<file path="config.mk">
export PLATFORM = sky130hd
export DESIGN_NAME = thresh_pwm_ctrl
export DESIGN_NICKNAME = d
export VERILOG_FILES = /design/src/rtl/thresh_pkg.sv /design/src/rtl/thresh_pwm_chan.sv /design/src/rtl/thresh_pwm_ctrl.sv
export SDC_FILE = /design/constraint.sdc
export NUM_CORES = 1
export LEC_CHECK = 0
export ABC_AREA = 1
export BUFFER_PORTS_ARGS = -buffer_cell sky130_fd_sc_hd__buf_4
export CAP_MARGIN = 20
export CORE_MARGIN = 2
export CORE_UTILIZATION = 28
export DETAILED_ROUTE_END_ITERATION = 16
export PLACE_DENSITY = 0.48
export SETUP_SLACK_MARGIN = 0.2
export SLEW_MARGIN = 20
export SYNTH_ARGS = -nofsm -noshare
export SYNTH_HDL_FRONTEND = slang
export SYNTH_SLANG_ARGS = --single-unit
</file>
<file path="constraint.sdc">
create_clock -name clk -period 6.58 [get_ports clk]
set_input_delay 0.987 -clock clk [delete_from_list [all_inputs] [get_ports clk]]
set_output_delay 0.987 -clock clk [all_outputs]
set_load 0.01 [all_outputs]
</file>
<file path="src/rtl/thresh_pkg.sv">
// Shared constants, channel state type and write-value clamp for the
// VIH/VIL threshold PWM controller.
package thresh_pkg;

  localparam int CNT_W      = 10;
  localparam int VAL_W      = 8;
  localparam int PWM_PERIOD = 1 << CNT_W;

  localparam logic [VAL_W-1:0] VIH_RST = 8'hAA;
  localparam logic [VAL_W-1:0] VIL_RST = 8'h55;

  // IDLE: settled, PEND: new value waiting for a boundary,
  // SETTLE: new value active, waiting for one complete period.
  typedef enum logic [1:0] {
    IDLE   = 2'd0,
    PEND   = 2'd1,
    SETTLE = 2'd2
  } chan_state_e;

  // A zero duty would keep the PWM constantly low and the AFE would never
  // latch a threshold, so zero is stored as the smallest non-zero value.
  function automatic logic [VAL_W-1:0] clamp_val(input logic [VAL_W-1:0] v);
    return (v == '0) ? VAL_W'(1) : v;
  endfunction

endpackage

</file>
<file path="src/rtl/thresh_pwm_chan.sv">
// One threshold channel: pending/active value registers, the
// IDLE/PEND/SETTLE sequencer and the registered PWM compare.
module thresh_pwm_chan
  import thresh_pkg::*;
#(
  parameter logic [VAL_W-1:0] RST_VAL = 8'h80
) (
  input  logic             clk,
  input  logic             rst,
  input  logic [CNT_W-1:0] cnt,
  input  logic             boundary,
  input  logic             accept,
  input  logic [VAL_W-1:0] data,
  output logic             pwm,
  output logic [VAL_W-1:0] act,
  output logic [VAL_W-1:0] eff,
  output logic             idle
);

  chan_state_e      state_q, state_d;
  logic [VAL_W-1:0] pend_q, pend_d;
  logic [VAL_W-1:0] act_q, act_d;
  logic             pwm_q, pwm_d;

  // Next-state logic: transfer on the boundary first, then let an accepted
  // write (possibly on the same cycle) load the pending register.
  always_comb begin
    // NOTE: every output of this block gets a default first, so no path can
    // leave a signal unassigned and infer a latch.
    state_d = state_q;
    pend_d  = pend_q;
    act_d   = act_q;

    unique case (state_q)
      IDLE: begin
        if (accept) begin
          pend_d  = data;
          state_d = PEND;
        end
      end
      PEND: begin
        if (boundary) begin
          act_d   = pend_q;
          state_d = SETTLE;
        end
        if (accept) begin
          pend_d  = data;
          state_d = PEND;
        end
      end
      SETTLE: begin
        if (accept) begin
          pend_d  = data;
          state_d = PEND;
        end else if (boundary) begin
          state_d = IDLE;
        end
      end
      default: begin
        state_d = SETTLE;
      end
    endcase

    // High for 4*act clocks of each period; the compare uses the value that
    // is active on this cycle, so the boundary transfer (cnt == max, where
    // the compare is always false) never splits a period.
    pwm_d = (cnt < {act_q, {(CNT_W-VAL_W){1'b0}}});
  end

  // Channel state, value and PWM registers.
  always_ff @(posedge clk) begin
    // NOTE: sequential state uses non-blocking assignments so every register
    // samples the pre-edge values regardless of statement order.
    if (rst) begin
      // NOTE: the value registers are ordinary flops with a defined reset
      // value, not a memory, so resetting them is cheap and required here.
      state_q <= SETTLE;
      pend_q  <= RST_VAL;
      act_q   <= RST_VAL;
      pwm_q   <= 1'b0;
    end else begin
      state_q <= state_d;
      pend_q  <= pend_d;
      act_q   <= act_d;
      pwm_q   <= pwm_d;
    end
  end

  assign pwm  = pwm_q;
  assign act  = act_q;
  assign eff  = (state_q == PEND) ? pend_q : act_q;
  assign idle = (state_q == IDLE);

endmodule

</file>
<file path="src/rtl/thresh_pwm_ctrl.sv">
// Threshold PWM controller: period counter, VIL < VIH ordering check on
// incoming writes, two channel instances, ready and error flags.
module thresh_pwm_ctrl
  import thresh_pkg::*;
(
  input  logic             clk,
  input  logic             rst,
  input  logic             wr_VIH,
  input  logic [VAL_W-1:0] VIH_data,
  input  logic             wr_VIL,
  input  logic [VAL_W-1:0] VIL_data,
  output logic             VIH_PWM,
  output logic             VIL_PWM,
  output logic [VAL_W-1:0] VIH_cur,
  output logic [VAL_W-1:0] VIL_cur,
  output logic             thresh_rdy,
  output logic             wr_err
);

  logic [CNT_W-1:0] cnt_q;
  logic             boundary;
  logic [VAL_W-1:0] vih_c, vil_c;
  logic [VAL_W-1:0] vih_eff, vil_eff;
  logic             order_ok;
  logic             acc_vih, acc_vil;
  logic             idle_vih, idle_vil;
  logic             rdy_q, err_q;

  assign boundary = (cnt_q == '1);

  // Free-running period counter; wraps naturally at 2^CNT_W.
  always_ff @(posedge clk) begin
    if (rst) cnt_q <= '0;
    else     cnt_q <= cnt_q + 1'b1;
  end

  // Ordering check: a lone write is compared to the other channel's
  // effective value, a simultaneous pair is compared against itself.
  always_comb begin
    vih_c    = clamp_val(VIH_data);
    vil_c    = clamp_val(VIL_data);
    order_ok = 1'b0;
    if (wr_VIH && wr_VIL)  order_ok = (vil_c < vih_c);
    else if (wr_VIH)       order_ok = (vih_c > vil_eff);
    else if (wr_VIL)       order_ok = (vil_c < vih_eff);
    acc_vih = wr_VIH && order_ok;
    acc_vil = wr_VIL && order_ok;
  end

  thresh_pwm_chan #(.RST_VAL(VIH_RST)) u_vih (
    .clk      (clk),
    .rst      (rst),
    .cnt      (cnt_q),
    .boundary (boundary),
    .accept   (acc_vih),
    .data     (vih_c),
    .pwm      (VIH_PWM),
    .act      (VIH_cur),
    .eff      (vih_eff),
    .idle     (idle_vih)
  );

  thresh_pwm_chan #(.RST_VAL(VIL_RST)) u_vil (
    .clk      (clk),
    .rst      (rst),
    .cnt      (cnt_q),
    .boundary (boundary),
    .accept   (acc_vil),
    .data     (vil_c),
    .pwm      (VIL_PWM),
    .act      (VIL_cur),
    .eff      (vil_eff),
    .idle     (idle_vil)
  );

  // Ready when both channels are settled; an accepted write drops it at
  // once, a rejected one leaves it alone and pulses the error flag.
  always_ff @(posedge clk) begin
    if (rst) begin
      rdy_q <= 1'b0;
      err_q <= 1'b0;
    end else begin
      rdy_q <= idle_vih && idle_vil && !acc_vih && !acc_vil;
      err_q <= (wr_VIH || wr_VIL) && !order_ok;
    end
  end

  assign thresh_rdy = rdy_q;
  assign wr_err     = err_q;

endmodule

</file>
==> results.yml <==
logic_synthesis:
  synthAdderAreaFrac_pct: 13.9
  synth_area_leaders: "dfxtp_1 32%, ha_1 14%, nand2_1 12%"
  yosys_warnings: 0
  synth-edff-count: 0
  synth_area_leader_cell: "dfxtp_1"
  synth-simple-area-share_pct: 25.8
  synth_nets: 505
  synthTopCellsByCount: "105 x nand2_1, 64 x inv_1, 50 x dfxtp_1"
  synthArstFlopShare_pct: 0
  synth_top_cell_area_share_pct: 31.7
  ys_ff_latch: 50
  synth-seq-area-share_pct: 31.7
  yosysMostFrequentCell: "nand2_1"
  syn_area_um2: 3160
  avgSynthCellArea_um2: 7.03
  synthMuxAreaShare_pct: 0
  synth-xor-area-share_pct: 0
  synth_top_family_by_area: "simple AND/OR/NAND/NOR gates"
  synth.distinct_cells: 36
  synth_cells: 450
  dominantRegCellSynth: "dfxtp_1"
  synth_compound_area_share_pct: 16.9
clocking:
  cts_tree: "done"
  clk_path_buf_depth: 2
  clkTransAtPathRegs_ns: 0.07
  cts_buffers: 5
  cts-resized-gates: 0
  hold_buffers: 0
  clock-sinks: 50
  cts_root_buf: "clkbuf_16"
  cts_setup_buffers: 0
  clock_latency_ns: 0.29
  h-tree-depth: 2
critical_path:
  worstSetupPathType: "input pin to register"
  critical_path.max_fanout: 6
  cp.required_ns: 6.74
  critPathArrivalTime_ns: 2.99
  crit_path_start_kind: "input pin"
  endpoint_kind: "register"
final_layout:
  num-fill-cells: 1195
  nets: 527
  multi_input_area_um2: 1790
  drive_gt1_share_pct: 15.6
  area_growth_pct: 16.5
  num_antenna_cells: 0
  regArea_um2: 1000
timing:
  slew_headroom_pct: 39.2
  min_period_over_period_pct: 43.1
  period_needed_ns: 2.83
  skew_ns: 0.00611
  rsz0062_at_grt: "no"
  clock.fmax_ghz: 0.353
  worst_hold_slack_ns: 0.454
  worst_slew_pin_slew_ns: 0.910
  setup_viol: 0
  tns_ns: 0
  hold_viol: 0
  drv_slew: 0
route:
  via_count: 2828
  routed_wl_um: 8620
  antenna_left: 0
  drc: 0
  firstDrtPassIters: 4
  wl_per_cell_um: 14.1
  via_per_inst: 4.61
  drt_iter0_markers: 99
floorplan:
  die_h_um: 110
  die_area_um2: 12200
  fp.dieW_um: 110
  ios: 40
  rows: 38
  start_util_pct: 28.9
  core_um2: 10900
placement:
  place_congestion: 0.769
  port_buffers: 39
  dp_hpwl_um: 6690
global_routing:
  grtUsageTotal_pct: 15.6
  grt_pass1_wl_um: 14400
  grt_max_degree: 27
  grt_antenna_before_repair: 0
  grt_overflow: 0
  grt_pass1_vias: 2766
power_and_ir_drop:
  p_leak_nw: 1.82
  powerDensity_nw_per_um2: 198
  ir_drop_uv: 147
hold_path:
  hp-class: "register to register"
status:
  status: "finished clean"
run:
  cap_violations: 0
-- placed cells by master (no fill, tap or decap) --
master	instances
nand4_4	1
a21boi_0	1
nor4_2	1
nand4_1	3
nand3_4	1
nor3_1	2
bufinv_16	1
nand3_1	16
clkbuf_16	5
o21bai_1	3
a21o_1	2
o21ai_0	30
o211ai_2	4
nand2_4	2
buf_4	39
ha_1	35
o221ai_1	1
nor2_1	37
nor3_4	2
inv_2	4
o211ai_1	1
a21oi_2	2
inv_1	64
nor4_1	3
a31oi_1	5
nor2_2	4
a21oi_1	37
o21bai_2	1
o21ai_1	1
dfxtp_1	50
nand2_1	105
nand2_2	4
clkinv_2	3
a211oi_1	3
-- path summary, 6_finish.rpt --
| check | end | from | depth (start not counted) | slack (ns) |
|---|---|---|---|---|
| min reg2reg | cnt_q[0] | cnt_q[0] | 1 | 0.45 |
| min | cnt_q[0] | cnt_q[0] | 1 | 0.45 |
| max | thresh_rdy | VIH_data[7] | 14 | 3.75 |
| max reg2reg | thresh_rdy | u_vil.state_q[0] | 13 | 3.81 |
-- sequential cells by signal (all words and copies together) (netlist names) --
name	cells
u_vih.state_q	2
cnt_q	10
u_vih.pend_q	8
u_vih.act	8
u_vil.state_q	2
u_vih.pwm	1
u_vil.pend_q	8
wr_err	1
u_vil.pwm	1
u_vil.act	8
thresh_rdy	1
-- per-stage QoR --
step / worst slack, ns / instances / cell area, µm² / util (%) / total power [mW]
6_report: 3.75 / 613 / 3680 / 33.7 / 0.731
5_1_grt: 3.52 / 613 / 3680 / 33.7 / 0.767
4_1_cts: 3.46 / 613 / 3680 / 33.7 / 0.740
3_5_place_dp: 3.38 / 605 / 3520 / 32.2 / 0.443
3_3_place_gp: 3.40 / 605 / 3520 / 32.2 / 0.441
2_1_floorplan: 3.98 / 450 / 3160 / - / 0.411
-- cell families (layout without fill, tap and decap cells) --
family / count (synthesis) / after routing
fa+ha+maj: 35 / 35
flops: 50 / 50
buf+inv: 93 / 116
compound gates: 91 / 91
simple gates: 181 / 181
-- critical path: stages --
cell	delay [ns]
buf_4	0.12
inv_1	0.14
nand2_1	0.09
o21bai_2	0.25
inv_1	0.08
ha_1	0.28
nand2_1	0.05
nor2_1	0.09
a21oi_1	0.08
a21oi_1	0.24
nand2_4	0.11
nand2_1	0.08
inv_1	0.10
nor4_1	0.31
-- power breakdown --
group / leakage (nW) / internal [mW] / switching [mW]
combinational: 1.33 / 0.0400 / 0.0656
clock: 0.0836 / 0.178 / 0.118
sequential: 0.409 / 0.318 / 0.0121
-- layer usage --
metal  up-vias  GRT usage [%]  share of wire (%)
li1       1494              -                  -
met3         5           2.18                4.0
met5         -              0                  0
met2        58           25.9                 44
met4         0           4.29               0.99
met1      1271           21.2                 51
-- layout make-up --
cell class              count  share of cell area, %
inverters                  69                   7.07
repair buffers             39                   7.95
multi-input cells         307                   48.6
clock buffers               5                   3.40
flip-flops and latches     50                   27.2
well taps                 140                   4.76
clock inverters             3                   1.09
Note: power is estimated with default switching activity, not from simulation.
